$ cat src/rtl/hazard_pkg.sv
// rtl/hazard_pkg.sv - shared constants for the pipeline hazard controller
package hazard_pkg;

    localparam int REG_ADDR_W = 3;

    typedef enum logic [1:0] {
        RUN    = 2'd0,
        STALL  = 2'd1,
        FREEZE = 2'd2
    } hz_state_e;

    localparam logic [1:0] FWD_RF    = 2'b00;
    localparam logic [1:0] FWD_EXMEM = 2'b01;
    localparam logic [1:0] FWD_MEMWB = 2'b10;
    localparam logic [1:0] FWD_WBREG = 2'b11;

endpackage

$ cat src/rtl/hazard_fwd_unit.sv
// rtl/hazard_fwd_unit.sv - per-operand forwarding priority compare and select registers
module hazard_fwd_unit #(
    parameter int REG_ADDR_W = hazard_pkg::REG_ADDR_W
) (
    input  logic                  clk,
    input  logic                  rst,
    input  logic [REG_ADDR_W-1:0] id_rs1,
    input  logic [REG_ADDR_W-1:0] id_rs2,
    input  logic                  id_use_rs1,
    input  logic                  id_use_rs2,
    input  logic [REG_ADDR_W-1:0] ex_dest,
    input  logic [REG_ADDR_W-1:0] mem_dest,
    input  logic [REG_ADDR_W-1:0] wb_dest,
    input  logic                  ex_reg_write,
    input  logic                  mem_reg_write,
    input  logic                  wb_reg_write,
    input  logic                  load_en,
    input  logic                  bubble,
    output logic [1:0]            fwd_a_sel,
    output logic [1:0]            fwd_b_sel
);
    import hazard_pkg::*;

    logic [1:0][REG_ADDR_W-1:0] src;
    logic [1:0]                 src_used;
    logic [1:0][1:0]            pick;
    logic [1:0][1:0]            sel_d;
    logic [1:0][1:0]            sel_q;

    assign src      = {id_rs2, id_rs1};
    assign src_used = {id_use_rs2, id_use_rs1};

    // Checked oldest-first so the youngest matching producer overwrites.
    always_comb begin
        for (int i = 0; i < 2; i++) begin
            pick[i] = FWD_RF;
            if (src_used[i]) begin
                if (wb_reg_write && (wb_dest == src[i]))   pick[i] = FWD_WBREG;
                if (mem_reg_write && (mem_dest == src[i])) pick[i] = FWD_MEMWB;
                if (ex_reg_write && (ex_dest == src[i]))   pick[i] = FWD_EXMEM;
            end
        end
    end

    always_comb begin
        sel_d = sel_q;
        if (load_en) begin
            sel_d = bubble ? {FWD_RF, FWD_RF} : pick;
        end
    end

    always_ff @(posedge clk or negedge rst) begin
        if (!rst) begin
            sel_q <= '0;
        end else begin
            sel_q <= sel_d;
        end
    end

    assign fwd_a_sel = sel_q[0];
    assign fwd_b_sel = sel_q[1];

endmodule

$ cat src/rtl/pipeline_hazard_ctrl.sv
// rtl/pipeline_hazard_ctrl.sv - stall/flush/freeze controller; HAZARD_PERF_CNT_EN adds stall/flush counters
module pipeline_hazard_ctrl #(
    parameter int REG_ADDR_W = hazard_pkg::REG_ADDR_W
`ifdef HAZARD_PERF_CNT_EN
    ,
    parameter int CNT_W = 16
`endif
) (
    input  logic                  clk,
    input  logic                  rst,
    input  logic [REG_ADDR_W-1:0] id_rs1,
    input  logic [REG_ADDR_W-1:0] id_rs2,
    input  logic                  id_use_rs1,
    input  logic                  id_use_rs2,
    input  logic                  id_cond_branch,
    input  logic                  id_redirect,
    input  logic [REG_ADDR_W-1:0] ex_dest,
    input  logic [REG_ADDR_W-1:0] mem_dest,
    input  logic [REG_ADDR_W-1:0] wb_dest,
    input  logic                  ex_reg_write,
    input  logic                  mem_reg_write,
    input  logic                  wb_reg_write,
    input  logic                  ex_mem_read,
    input  logic                  ex_sets_flags,
    input  logic                  mem_busy,
    output logic                  pc_en,
    output logic                  ifid_en,
    output logic                  idex_en,
    output logic                  exmem_en,
    output logic                  memwb_en,
    output logic                  ifid_flush,
    output logic                  idex_flush,
    output logic [1:0]            fwd_a_sel,
    output logic [1:0]            fwd_b_sel,
    output logic [1:0]            hz_state
`ifdef HAZARD_PERF_CNT_EN
    ,
    output logic [CNT_W-1:0]      stall_cnt,
    output logic [CNT_W-1:0]      flush_cnt
`endif
);
    import hazard_pkg::*;

    hz_state_e state_q, state_d;
    logic      load_use;
    logic      flag_hz;
    logic      do_stall;

    assign load_use = ex_mem_read && ex_reg_write &&
                      ((id_use_rs1 && (ex_dest == id_rs1)) ||
                       (id_use_rs2 && (ex_dest == id_rs2)));
    assign flag_hz  = id_cond_branch && ex_sets_flags;
    // Leaving FREEZE behaves like RUN; only STALL is exempt since EX then holds a bubble.
    assign do_stall = !mem_busy && (state_q != STALL) && (load_use || flag_hz);

    always_ff @(posedge clk or negedge rst) begin
        if (!rst) begin
            state_q <= RUN;
        end else begin
            state_q <= state_d;
        end
    end

    always_comb begin
        state_d = RUN;
        if (mem_busy) begin
            state_d = FREEZE;
        end else if (do_stall) begin
            state_d = STALL;
        end
    end

    always_comb begin
        pc_en      = 1'b1;
        ifid_en    = 1'b1;
        idex_en    = 1'b1;
        exmem_en   = 1'b1;
        memwb_en   = 1'b1;
        ifid_flush = 1'b0;
        idex_flush = 1'b0;
        if (mem_busy) begin
            pc_en    = 1'b0;
            ifid_en  = 1'b0;
            idex_en  = 1'b0;
            exmem_en = 1'b0;
            memwb_en = 1'b0;
        end else if (do_stall) begin
            pc_en      = 1'b0;
            ifid_en    = 1'b0;
            idex_flush = 1'b1;
        end else if (id_redirect) begin
            ifid_flush = 1'b1;
        end
    end

    assign hz_state = state_q;

    hazard_fwd_unit #(
        .REG_ADDR_W (REG_ADDR_W)
    ) u_fwd (
        .clk           (clk),
        .rst           (rst),
        .id_rs1        (id_rs1),
        .id_rs2        (id_rs2),
        .id_use_rs1    (id_use_rs1),
        .id_use_rs2    (id_use_rs2),
        .ex_dest       (ex_dest),
        .mem_dest      (mem_dest),
        .wb_dest       (wb_dest),
        .ex_reg_write  (ex_reg_write),
        .mem_reg_write (mem_reg_write),
        .wb_reg_write  (wb_reg_write),
        .load_en       (idex_en),
        .bubble        (idex_flush),
        .fwd_a_sel     (fwd_a_sel),
        .fwd_b_sel     (fwd_b_sel)
    );

`ifdef HAZARD_PERF_CNT_EN
    logic [CNT_W-1:0] stall_cnt_q, stall_cnt_d;
    logic [CNT_W-1:0] flush_cnt_q, flush_cnt_d;

    always_comb begin
        stall_cnt_d = stall_cnt_q;
        flush_cnt_d = flush_cnt_q;
        if (idex_flush && (stall_cnt_q != '1)) begin
            stall_cnt_d = stall_cnt_q + 1'b1;
        end
        if (ifid_flush && (flush_cnt_q != '1)) begin
            flush_cnt_d = flush_cnt_q + 1'b1;
        end
    end

    always_ff @(posedge clk or negedge rst) begin
        if (!rst) begin
            stall_cnt_q <= '0;
            flush_cnt_q <= '0;
        end else begin
            stall_cnt_q <= stall_cnt_d;
            flush_cnt_q <= flush_cnt_d;
        end
    end

    assign stall_cnt = stall_cnt_q;
    assign flush_cnt = flush_cnt_q;
`endif

endmodule

$ cat config.mk
export PLATFORM = sky130hd
export DESIGN_NAME = pipeline_hazard_ctrl
export DESIGN_NICKNAME = d
export VERILOG_FILES = /design/src/rtl/hazard_pkg.sv /design/src/rtl/hazard_fwd_unit.sv /design/src/rtl/pipeline_hazard_ctrl.sv
export SDC_FILE = /design/constraint.sdc
export NUM_CORES = 1
export LEC_CHECK = 0
export CAP_MARGIN = 10
export CORE_UTILIZATION = 33
export DETAILED_ROUTE_END_ITERATION = 8
export GPL_ROUTABILITY_DRIVEN = 0
export PLACE_DENSITY = 0.89
export SYNTH_ARGS = -nofsm -noshare
export SYNTH_HDL_FRONTEND = slang
export SYNTH_SLANG_ARGS = --single-unit
$ cat constraint.sdc
create_clock -name clk -period 2.02 [get_ports clk]
set_input_delay 0.404 -clock clk [delete_from_list [all_inputs] [get_ports clk]]
set_output_delay 0.404 -clock clk [all_outputs]
set_load 0.02 [all_outputs]
=== Word level (Yosys, flattened, before mapping) ===
Cells that the tools add are included.

* Register bits after elaboration: 6
* Bits of input ports: 27
* Output and inout bits: 13
* Word-level logic and storage cells: 45

* Equality and inequality tests: 7
* Muxes and demuxes: 19
* Reductions and logical operators: 16

{| class="wikitable"
|+ Operators by type and width
! operator !! number
|-
| $eq A3 B3 Y1 || 6
|-
| $mux W2 || 9
|-
| $logic_and A1 B1 Y1 || 13
|-
| $mux W1 || 9
|-
| $mux W4 || 1
|-
| $logic_or A1 B1 Y1 || 2
|-
| $ne A2 B1 Y1 const B || 1
|-
| $logic_not A1 Y1 || 1
|}

=== Depth between registers and ports, before layout ===
* Depth in word-level cells: 9
* Mapped depth: 6
* Mapped depth without buffers: 5

=== Hierarchy ===
From an unflattened synthesis, not the netlist that was laid out.

* Cells, all modules: 62
* Area total of the unflattened synthesis: 604.3 µm²

{| class="wikitable"
|+ By module, submodules not included
! module !! instances !! cells an instance !! area an instance (µm²) !! sequential area each (µm²)
|-
| hazard_fwd_unit || 1 || 41 || 409.1 || 100.1
|-
| pipeline_hazard_ctrl || 1 || 21 || 195.2 || 50.0
|}

=== Least setup slack after synthesis ===
OpenSTA, ideal clock, no wires.

* Path type: register to output
* From: reg state_q[1], in the netlist hz_state[1]
* To: out pc_en
* Arrival time: 1482 ps
* Required time: 1616 ps
* Path slack: 134 ps
* Stages on the path, launching flop included: 7
* Buffers on the path: 1
* Cell sequence: dfrtp_1 -> inv_1 -> a21oi_4 -> and3_2 -> a41oi_4 -> and2_2 -> buf_4

* Cells in the longest elaborated chain, start to end: 5

{| class="wikitable"
|+ RTL lines
! what !! RTL line !! RTL
|-
| from (decl) || pipeline_hazard_ctrl.sv:44 || <nowiki>hz_state_e state_q, state_d;</nowiki>
|-
| from (signal assigned) || pipeline_hazard_ctrl.sv:60 || <nowiki>state_q <= state_d;</nowiki>
|-
| $ne A2 B1 Y1 || pipeline_hazard_ctrl.sv:54 || <nowiki>assign do_stall = !mem_busy && (state_q != STALL) && (load_use || flag_hz);</nowiki>
|-
| $logic_and A1 B1 Y1 (2 in series) || pipeline_hazard_ctrl.sv:54 ||
|-
| $mux W1 (2 in series) || - ||
|-
| to (decl) || pipeline_hazard_ctrl.sv:26 || <nowiki>output logic pc_en,</nowiki>
|}

No other way between the ends.

=== Worst setup path in the final report ===
* From: in id_cond_branch
* To: out ifid_flush

* Cells in the longest elaborated chain, start to end: 5

{| class="wikitable"
|+ RTL lines
! what !! RTL line !! RTL
|-
| from (decl) || pipeline_hazard_ctrl.sv:15 || <nowiki>input logic id_cond_branch,</nowiki>
|-
| $logic_and A1 B1 Y1 || pipeline_hazard_ctrl.sv:52 || <nowiki>assign flag_hz = id_cond_branch && ex_sets_flags;</nowiki>
|-
| $logic_or A1 B1 Y1 || pipeline_hazard_ctrl.sv:54 ||
|-
| $logic_and A1 B1 Y1 || pipeline_hazard_ctrl.sv:54 ||
|-
| $mux W1 || pipeline_hazard_ctrl.sv:87 || <nowiki>end else if (do_stall) begin</nowiki>
|-
| $mux W1 || pipeline_hazard_ctrl.sv:81 || <nowiki>if (mem_busy) begin</nowiki>
|-
| to (decl) || pipeline_hazard_ctrl.sv:31 || <nowiki>output logic ifid_flush,</nowiki>
|}

No other way between the ends.

==> results.cfg <==
[global_route]
antenna_found_initial = 0
grt_pass1_vias = 693
gr-total-overflow = 0
grt_pass1_wl_mm = 2.780
grt_max_degree = 9
track_usage = 0.2047

[logic_synthesis]
ys_ff_latch = 6
syn_area_per_cell_sq_um = 9.664
netlist_instances = 58
yosysTopAreaCell = xnor2_1
ys_types = 18
yosys_warnings = 0
yosys-top-cells-area = xnor2_1 (28%), dfrtp_1 (27%), nand4_1 (8.9%)
syn-cell-area_sq_um = 560.5
ys_seq_area_frac = 0.2679
syn-num-nets = 85
synth_top_area_frac = 0.2813

[clocking]
cts_root_buffer = clkbuf_4
cts_buffers = 3
cts_tree = done
cts_sinks = 6
htreeDepth = 1
clk_pin_slew_ps = 40
clock_latency_ps = 240
clockBufferDepth = 2

[route]
drt_iter0_drc = 7
vias = 678
drc_errors = 0
drt-vias-per-instance = 5.297
finalWirelength_mm = 1.829
ant_nets = 0
wire_per_inst_um = 14.29
firstDrtPassIters = 4

[die]
floorplan.initialDensity = 0.3636
dieHeight_um = 43.22
core_area_sq_um = 1541
io_pins = 40
rows = 14
die-width_um = 43.22
fp.dieArea_sq_um = 1868

[finish]
drive_gt1_frac = 0.3661
areaGrowthSynthToFinish_pct = 94.64
final_cells = 128
finalInstanceArea_sq_um = 1091
final_common_cell = clkdlybuf4s50_1
n_antenna_cell = 0
finalNetCount = 141
final_cell_mix = clkdlybuf4s50_1 (20), buf_4 (17), xnor2_1 (12)

[worst_setup_path]
critical_path_class = in2out
rrSetupSlack_ps = 630
r2r_cells = 6
r2r-end = u_fwd.fwd_b_sel[0]
worstPathArrival_ps = 1600
cp-end-kind = output pin
rr_startpoint = hz_state[1]
cp_data_required_time_ps = 1620
cp-start-kind = primary input
crit_fanout = 4

[timing]
tns_ps = 0
skew_ps = 2.308
period_needed_ps = 2000
slew_headroom = 0.8264
slew_violations = 0
fmax_mhz = 500.1
period_share = 0.9899
finalHoldViolCount = 0
worst_pin_slew_ps = 259.6
setup_viol = 0

[placed_design]
numPortBuffers = 39
placedCellCount = 120
dp_hpwl_mm = 1.401
postPlaceCellArea_sq_um = 1023

[run_status]
status = finished clean

[flow_run]
maxCapViolations = 0

[pwr]
p_leak_nw = 0.4991
power.density_nw_per_um2 = 423.0
ir_drop_mv = 0.2057
fin_total_pwr_mw = 0.4615

[worst_hold_path]
hp-class = in2async
## per-layer routing
| layer | routed length, um | part of all wire | track usage |
|---|---|---|---|
| met5 | 0 | 0 | 0 |
| met1 | 607 | 0.33 | 0.1854 |
| met4 | 82 | 0.045 | 0.1333 |
| met3 | 97 | 0.053 | 0.04255 |
| met2 | 1041 | 0.57 | 0.3940 |
## worst max-delay path by stage
| stage | from | to | slack, ps | cells after the start |
|---|---|---|---|---|
| after floorplan | hz_state[1] | pc_en | 130 | 6 |
| after global placement | ex_dest[0] | pc_en | -570 | 7 |
| after detailed placement | id_rs1[2] | ifid_flush | -640 | 7 |
| after CTS | id_rs1[1] | ifid_flush | 30 | 7 |
| after global routing | id_cond_branch | ifid_flush | -20 | 5 |
| final | id_cond_branch | ifid_flush | 20 | 5 |
## per-stage QoR
stage / setup WS [ps] / hold WS (ps) / util
after floorplan: 133.9 / 108.4 / -
after CTS: 26.56 / 400.0 / 0.6891
after detailed placement: -643.9 / 498.5 / 0.6640
final: 20.34 / 399.6 / 0.7078
after global placement: -573.3 / 482.6 / 0.6640
after global routing: -18.85 / 406.0 / 0.7078
## sequential cells by signal, summed over array words and instances (netlist names)
name / cells
hz_state: 2
u_fwd.fwd_a_sel: 2
u_fwd.fwd_b_sel: 2
## power breakdown
part           internal, mW  switching (mW)  leakage [nW]  total (mW)
clock network        0.0670          0.0405        0.0138       0.108
logic                 0.126          0.0971         0.405       0.223
registers             0.127         0.00386        0.0802       0.131
## logic make-up after synthesis
kind of cell           synth area share
AND/OR/NAND/NOR                  0.2099
flip-flops                       0.2679
AO/OA/AOI/OAI                    0.1808
XOR/XNOR                         0.2812
buffers and inverters           0.06026
## cell type report
| class | count | area [sq um] |
|---|---|---|
| Timing Repair Buffer | 54 | 455.4 |
| Fill cell | 124 | 450.4 |
| Multi-Input combinational cell | 46 | 431.7 |
| Sequential cell | 6 | 150.1 |
| Clock buffer | 3 | 22.52 |
| Tap cell | 16 | 20.02 |
| Inverter | 3 | 11.26 |
## cell usage after synthesis
master and instances:
nand4_1 8, and2b_1 2, and4_1 2, nand2_1 2, o21ai_0 2, and2_2 1, a21oi_4 1, a41oi_4 1
buf_4 3, dfrtp_1 6, a21oi_1 2, a22o_1 2, and3_2 1, inv_1 3, a32o_1 2, and3_1 1
nand2_2 1, xnor2_1 18
## timing repair
action,4_1_cts,5_1_grt
buffers inserted,3,2
hold buffers,0,0
pin swaps,9,10
gates resized for setup,37,23
cloned,0,0
endpoints found under the setup margin,7,4
## worst max-delay path: stages
cell,delay [ps]
clkdlybuf4s50_1,450
and3_4,200
a41oi_4,210
and3_4,220
buf_6,110
No activity file was read; power rests on OpenSTA's default activity.
